===== src/rtl/uart_cfg_loader_if.sv =====
// ============================================================================
// Module  : uart_cfg_loader_if
// Brief   : Serial-in / config-write-out signal bundle for uart_cfg_loader.
// Revision: 1.0 - initial release
// ============================================================================
`default_nettype none

interface uart_cfg_loader_if;
    logic        Rx;
    logic [31:0] WriteData;
    logic        WriteStrobe;
    logic        ComActive;
    logic        ReceiveLED;
    logic        FrameError;

    // The loader is the slave: it consumes Rx and produces the config writes.
    modport slave (
        input  Rx,
        output WriteData,
        output WriteStrobe,
        output ComActive,
        output ReceiveLED,
        output FrameError
    );

    modport master (
        output Rx,
        input  WriteData,
        input  WriteStrobe,
        input  ComActive,
        input  ReceiveLED,
        input  FrameError
    );
endinterface

`default_nettype wire


===== src/rtl/uart_cfg_loader.sv =====
// ============================================================================
// Module  : uart_cfg_loader
// Brief   : 8N1 UART bitstream receiver that hunts a sync word, then packs
//           bytes MSB-first into 32-bit config words with one-cycle strobes.
// Revision: 1.0 - initial release
// ============================================================================
`default_nettype none

module uart_cfg_loader #(
    parameter int          CLKS_PER_BIT = 8,
    parameter logic [31:0] SYNC_WORD    = 32'hFAB0_FAB1,
    parameter int          TIMEOUT_CLKS = 4096
) (
    input  wire logic         CLK,
    input  wire logic         RST,
    uart_cfg_loader_if.slave  bus
);

    localparam int               c_PW      = (CLKS_PER_BIT > 1) ? $clog2(CLKS_PER_BIT) : 1;
    localparam logic [c_PW-1:0]  c_HALF    = c_PW'(CLKS_PER_BIT / 2 - 1);
    localparam logic [c_PW-1:0]  c_FULL    = c_PW'(CLKS_PER_BIT - 1);
    localparam int               c_TW      = $clog2(TIMEOUT_CLKS + 1);
    localparam logic [c_TW-1:0]  c_TO_LAST = c_TW'(TIMEOUT_CLKS - 1);

    typedef enum logic [1:0] {
        S_IDLE  = 2'd0,
        S_START = 2'd1,
        S_DATA  = 2'd2,
        S_STOP  = 2'd3
    } rx_state_t;

    rx_state_t        r_state;
    logic             r_rx_meta;
    logic             r_rx_sync;
    logic             r_rx_prev;
    logic [c_PW-1:0]  r_phase;
    logic [2:0]       r_bit;
    logic [7:0]       r_shift;
    logic             r_byte_valid;
    logic             r_frame_err;

    logic [23:0]      r_win;
    logic             r_synced;
    logic [1:0]       r_byte_cnt;
    logic [23:0]      r_word;
    logic [31:0]      r_wdata;
    logic             r_wstrobe;
    logic [c_TW-1:0]  r_to_cnt;

    logic             w_start_det;
    logic [31:0]      w_win_next;

    // Edge detect on the synchronised line; after a framing error the line
    // must return high before another start can be seen.
    assign w_start_det = (r_state == S_IDLE) && r_rx_prev && !r_rx_sync;
    assign w_win_next  = {r_win, r_shift};

    always_ff @(posedge CLK) begin
        if (RST) begin
            r_rx_meta    <= 1'b1;
            r_rx_sync    <= 1'b1;
            r_rx_prev    <= 1'b1;
            r_state      <= S_IDLE;
            r_phase      <= '0;
            r_bit        <= '0;
            r_shift      <= '0;
            r_byte_valid <= 1'b0;
            r_frame_err  <= 1'b0;
        end else begin
            r_rx_meta    <= bus.Rx;
            r_rx_sync    <= r_rx_meta;
            r_rx_prev    <= r_rx_sync;
            r_byte_valid <= 1'b0;
            r_frame_err  <= 1'b0;
            case (r_state)
                S_IDLE: begin
                    r_phase <= '0;
                    if (w_start_det) begin
                        r_state <= S_START;
                    end
                end
                S_START: begin
                    if (r_phase == c_HALF) begin
                        r_phase <= '0;
                        if (!r_rx_sync) begin
                            r_state <= S_DATA;
                            r_bit   <= '0;
                        end else begin
                            r_state <= S_IDLE;
                        end
                    end else begin
                        r_phase <= r_phase + 1'b1;
                    end
                end
                S_DATA: begin
                    if (r_phase == c_FULL) begin
                        r_phase <= '0;
                        r_shift <= {r_rx_sync, r_shift[7:1]};
                        if (r_bit == 3'd7) begin
                            r_state <= S_STOP;
                        end else begin
                            r_bit <= r_bit + 3'd1;
                        end
                    end else begin
                        r_phase <= r_phase + 1'b1;
                    end
                end
                S_STOP: begin
                    if (r_phase == c_FULL) begin
                        r_phase <= '0;
                        r_state <= S_IDLE;
                        if (r_rx_sync) begin
                            r_byte_valid <= 1'b1;
                        end else begin
                            r_frame_err  <= 1'b1;
                        end
                    end else begin
                        r_phase <= r_phase + 1'b1;
                    end
                end
                default: begin
                    r_state <= S_IDLE;
                end
            endcase
        end
    end

    // Sync hunting, word packing and idle timeout. The shift register holds
    // the completed byte during the byte_valid cycle since IDLE never shifts.
    always_ff @(posedge CLK) begin
        if (RST) begin
            r_win      <= '0;
            r_synced   <= 1'b0;
            r_byte_cnt <= '0;
            r_word     <= '0;
            r_wdata    <= '0;
            r_wstrobe  <= 1'b0;
            r_to_cnt   <= '0;
        end else begin
            r_wstrobe <= 1'b0;
            if (!r_synced) begin
                r_to_cnt <= '0;
                if (r_byte_valid) begin
                    r_win <= w_win_next[23:0];
                    if (w_win_next == SYNC_WORD) begin
                        r_synced   <= 1'b1;
                        r_byte_cnt <= '0;
                    end
                end
            end else begin
                if (w_start_det) begin
                    r_to_cnt <= '0;
                end else if (r_state == S_IDLE) begin
                    if (r_to_cnt == c_TO_LAST) begin
                        r_synced   <= 1'b0;
                        r_to_cnt   <= '0;
                        r_win      <= '0;
                        r_byte_cnt <= '0;
                    end else begin
                        r_to_cnt <= r_to_cnt + 1'b1;
                    end
                end
                if (r_byte_valid) begin
                    if (r_byte_cnt == 2'd3) begin
                        r_wdata    <= {r_word, r_shift};
                        r_wstrobe  <= 1'b1;
                        r_byte_cnt <= '0;
                    end else begin
                        r_word     <= {r_word[15:0], r_shift};
                        r_byte_cnt <= r_byte_cnt + 2'd1;
                    end
                end
            end
        end
    end

    assign bus.WriteData   = r_wdata;
    assign bus.WriteStrobe = r_wstrobe;
    assign bus.ComActive   = r_synced;
    assign bus.ReceiveLED  = (r_state != S_IDLE);
    assign bus.FrameError  = r_frame_err;

endmodule

`default_nettype wire


===== src/flat_wrapper.sv =====
// flat-port wrapper written by rule: the top's interface ports become plain ports
module uart_cfg_loader_flat 
#(
    parameter int          CLKS_PER_BIT = 8,
    parameter logic [31:0] SYNC_WORD    = 32'hFAB0_FAB1,
    parameter int          TIMEOUT_CLKS = 4096
)
  (CLK, RST, bus_Rx, bus_WriteData, bus_WriteStrobe, bus_ComActive, bus_ReceiveLED, bus_FrameError);
  uart_cfg_loader_if bus_i ();
  input  wire logic CLK;
  input  wire logic RST;
  input wire logic [$bits(bus_i.Rx)-1:0] bus_Rx;
  output wire logic [$bits(bus_i.WriteData)-1:0] bus_WriteData;
  output wire logic [$bits(bus_i.WriteStrobe)-1:0] bus_WriteStrobe;
  output wire logic [$bits(bus_i.ComActive)-1:0] bus_ComActive;
  output wire logic [$bits(bus_i.ReceiveLED)-1:0] bus_ReceiveLED;
  output wire logic [$bits(bus_i.FrameError)-1:0] bus_FrameError;
  assign bus_i.Rx = bus_Rx;
  assign bus_WriteData = bus_i.WriteData;
  assign bus_WriteStrobe = bus_i.WriteStrobe;
  assign bus_ComActive = bus_i.ComActive;
  assign bus_ReceiveLED = bus_i.ReceiveLED;
  assign bus_FrameError = bus_i.FrameError;
  uart_cfg_loader #(.CLKS_PER_BIT(CLKS_PER_BIT), .SYNC_WORD(SYNC_WORD), .TIMEOUT_CLKS(TIMEOUT_CLKS)) u_core (.CLK(CLK), .RST(RST), .bus(bus_i));
endmodule

===== config.mk =====
export PLATFORM = sky130hd
export DESIGN_NAME = uart_cfg_loader_flat
export DESIGN_NICKNAME = d
export VERILOG_FILES = /design/src/rtl/uart_cfg_loader_if.sv /design/src/rtl/uart_cfg_loader.sv /design/src/flat_wrapper.sv
export SDC_FILE = /design/constraint.sdc
export NUM_CORES = 1
export LEC_CHECK = 0
export CORE_MARGIN = 5
export CORE_UTILIZATION = 57
export CTS_CLUSTER_SIZE = 16
export DETAILED_ROUTE_END_ITERATION = 10
export PLACE_DENSITY = 0.79
export RECOVER_POWER = 50
export SLEW_MARGIN = 20
export SYNTH_ARGS = -nofsm -noshare
export SYNTH_HDL_FRONTEND = slang
export SYNTH_SLANG_ARGS = --single-unit

===== constraint.sdc =====
create_clock -name CLK -period 2.6 [get_ports CLK]
set_clock_uncertainty 0.1 [all_clocks]
set_input_delay 0.26 -clock CLK [delete_from_list [all_inputs] [get_ports CLK]]
set_output_delay 0.26 -clock CLK [all_outputs]
set_load 0.02 [all_outputs]

==> results.txt <==
Placer congestion estimate - 0.8027
Part of the cycle the worst path needs - 92.26%
Most frequent cells in the layout - 129 x nand2_1, 118 x dfxtp_1, 70 x a21oi_1, 26 x clkdlybuf4s50_1
Clock Path Buffers - 2
CP Class - flop to output port
CTS sink cnt - 118
P_int - 3.408 mW
Max VDD drop - 0.0006546 V
Final #Nets - 561
Status - finished, violations left
DRC violations left - 0
Synthesized instance count - 512
Synthesized flop and latch total - 118
Worst slack, placed - 0.3187 ns
Sequential share of the synthesized area - 52.52%
Final setup margin - 0.2014 ns
CTS Buf Count - 17
Die W - 98.84 um
Reg clk slew, reported paths - 0.05 ns
Synth Flop Type - dfxtp_1
Vias in the first global route - 3430
Unrepaired setup endpoints after global routing - false
Slew headroom - -3.043%
Detailed Route WL - 9803 um
CTS resizes - 0
Critical Path AT - 2.04 ns
Synth area leaders - dfxtp_1 53%, nand2_1 11%, a21oi_1 7.8%, a22o_1 4.5%, ha_1 3.3%
Post-Synth XOR/XNOR Area - 1.752%
Final TNS setup - 0 ns
Clock network fraction of total power - 54.5%
Critical path startpoint - u_core.r_state[0]
Min cycle time layout - 2.399 ns
Syn Area/Cell - 8.785 sq um
Failing checks - capacitance limit, slew limit
Clock latency on the worst-skew pair - 0.52 ns
Layout cell share with drive strength beyond 1 - 7.885%
Compound-Gate Fraction of Synth Area - 15.74%
First-pass GRT wire length - 16350 um
Max-Cap Viols - 1
Routed wire per std cell - 14.85 um
Final setup fails - 0
Drt first-iter violations - 237
# H-tree levels - 4
Hold-fix buffers at CTS - 0
Critical R2R Launch - u_core.r_state[0]
Chip height - 98.84 um
Simple-gate share of the synthesized area - 23.17%
Antenna Cells - 0
Dpl hpwl - 6162 um
Crit path required time - 2.24 ns
Crit. End Element - output port
Synth unique cells - 46
Metal3 WL - 579 um
Drt first pass iters - 4
Hold_sp - RST
Largest family of logic cells by synthesized area - simple AND/OR/NAND/NOR gates
Initial antenna violation count - 0
Most common cell after layout, fill and taps aside - nand2_1
Setup Buffers After CTS - 0
Max Slew Vio Count - 83
Mux contribution to synthesized area - 0%
M1 wire length - 4482 um
Final hold vios - 0
Synthesized area - 0.004498 sq mm
Slew @ Worst Pin - 1.546 ns
Syn. warnings - 0
Grt ovf - 0
Starting Density - 58.51%
Startpoint type of the worst setup path - flop
Sequential Power Share - 42.7%
Top cell type's share of synthesized area - 52.52%
CTS tree - done
Peak Freq - 0.4169 GHz
EDFF count, synth - 0
CP max FO - 12
Leak Pwr - 2.013 nW
Core ar. - 0.007687 sq mm
Sw Share - 20.32%
Placed cell area - 0.004942 sq mm
Final ANT Viol Nets - 0
Vias after detailed routing - 3656
Synth async-reset ratio - 0%
Power per Cell Area - 773.0 mW/mm^2
DR top layer - met4
Clock root buffer - clkbuf_8
Hold crit path type - input port to flop
Rows - 32
# IOs - 39
Comb pwr share - 2.8%
Post-layout util - 71.99%
Vias per cell - 5.539
Synthesized net count - 527
Post-route design area - 0.005534 sq mm
P_sw - 0.8693 mW
Die area - 0.009768 sq mm
GRT Total Usage - 20.68%
Met2 WL - 4631 um
Synth-to-Final Area Change - 23.03%
Cell accounting for the most synthesized area - dfxtp_1
Port Buffers - 38
Adder-Cell Fraction of Synth Area - 3.338%
Largest net degree at the start of global routing - 83
cell type report:
cell class	instances	area (sq um)
clock buffers	23	476.7
clock inverters	8	121.4
fillers	569	2153
inverters	8	30.03
multi-input cells	354	1988
flip-flops and latches	118	2362
well taps	102	127.6
repair buffers	47	427.9
sequential cells by signal (all words and copies together), names as in the netlist, 2 cells and up, named ones only:
| name | count |
|---|---|
| u_core.r_shift | 8 |
| u_core.r_bit | 3 |
| u_core.r_byte_cnt | 2 |
| u_core.r_phase | 3 |
| u_core.bus.WriteData | 32 |
| u_core.r_win | 24 |
| u_core.r_word | 24 |
| u_core.r_to_cnt | 13 |
kinds of logic after synthesis:
kind of cell / after synthesis
flops: 118
buf+inv: 40
fa+ha+maj: 12
compound gates: 110
xor+xnor: 9
simple gates: 223
per-layer routing:
metal | track usage (%) | vias up
li1 | - | 1825
met1 | 27.11 | 1724
met2 | 32.44 | 98
met3 | 5.379 | 9
met4 | 8.613 | 0
met5 | 0 | -
worst max-delay path: stages (launching register included):
cell            delay, ns
dfxtp_1              0.36
inv_1                0.10
ha_1                 0.17
clkbuf_1             0.44
inv_1                0.19
dlymetal6s2s_1       0.25
metrics by stage:
stage | total power [mW] | cells | hold slack (ns)
after floorplan | 1.954 | 512 | 0.2638
after global placement | 1.982 | 629 | 0.2972
after detailed placement | 1.986 | 629 | 0.3018
after CTS | 4.302 | 660 | 0.07411
after global routing | 4.400 | 660 | 0.1350
final | 4.278 | 660 | 0.1150
synth_stat cells (all sizes together) (2+ instances only):
cell	n
a21o	2
a21oi	70
a22o	24
and3	8
and4	6
buf	5
clkbuf	27
dfxtp	118
ha	12
inv	8
nand2	129
nand2b	11
nand3	15
nand3b	2
nand4	5
nand4b	4
nor2	23
nor2b	3
nor3	3
nor4	2
nor4b	2
nor4bb	2
o211ai	2
or2	4
xnor2	3
xor2	6
worst paths after layout:
kind,to,slack (ns),cells after the start
setup / recovery,bus_ReceiveLED,0.20,5
hold / removal,u_core.bus.ComActive,0.12,3
setup reg to reg,u_core.r_bit[0],0.38,6
hold reg to reg,u_core.r_rx_sync,0.31,1
power by group through the flow:
stage	Combinational [mW]	Clock (mW)	Sequential, mW
after floorplan	0.0913	0	1.86
after global placement	0.118	0	1.86
after detailed placement	0.121	0	1.86
after CTS	0.123	2.35	1.83
after global routing	0.134	2.44	1.83
final	0.119	2.33	1.83
(Power assumes the default switching activity.)
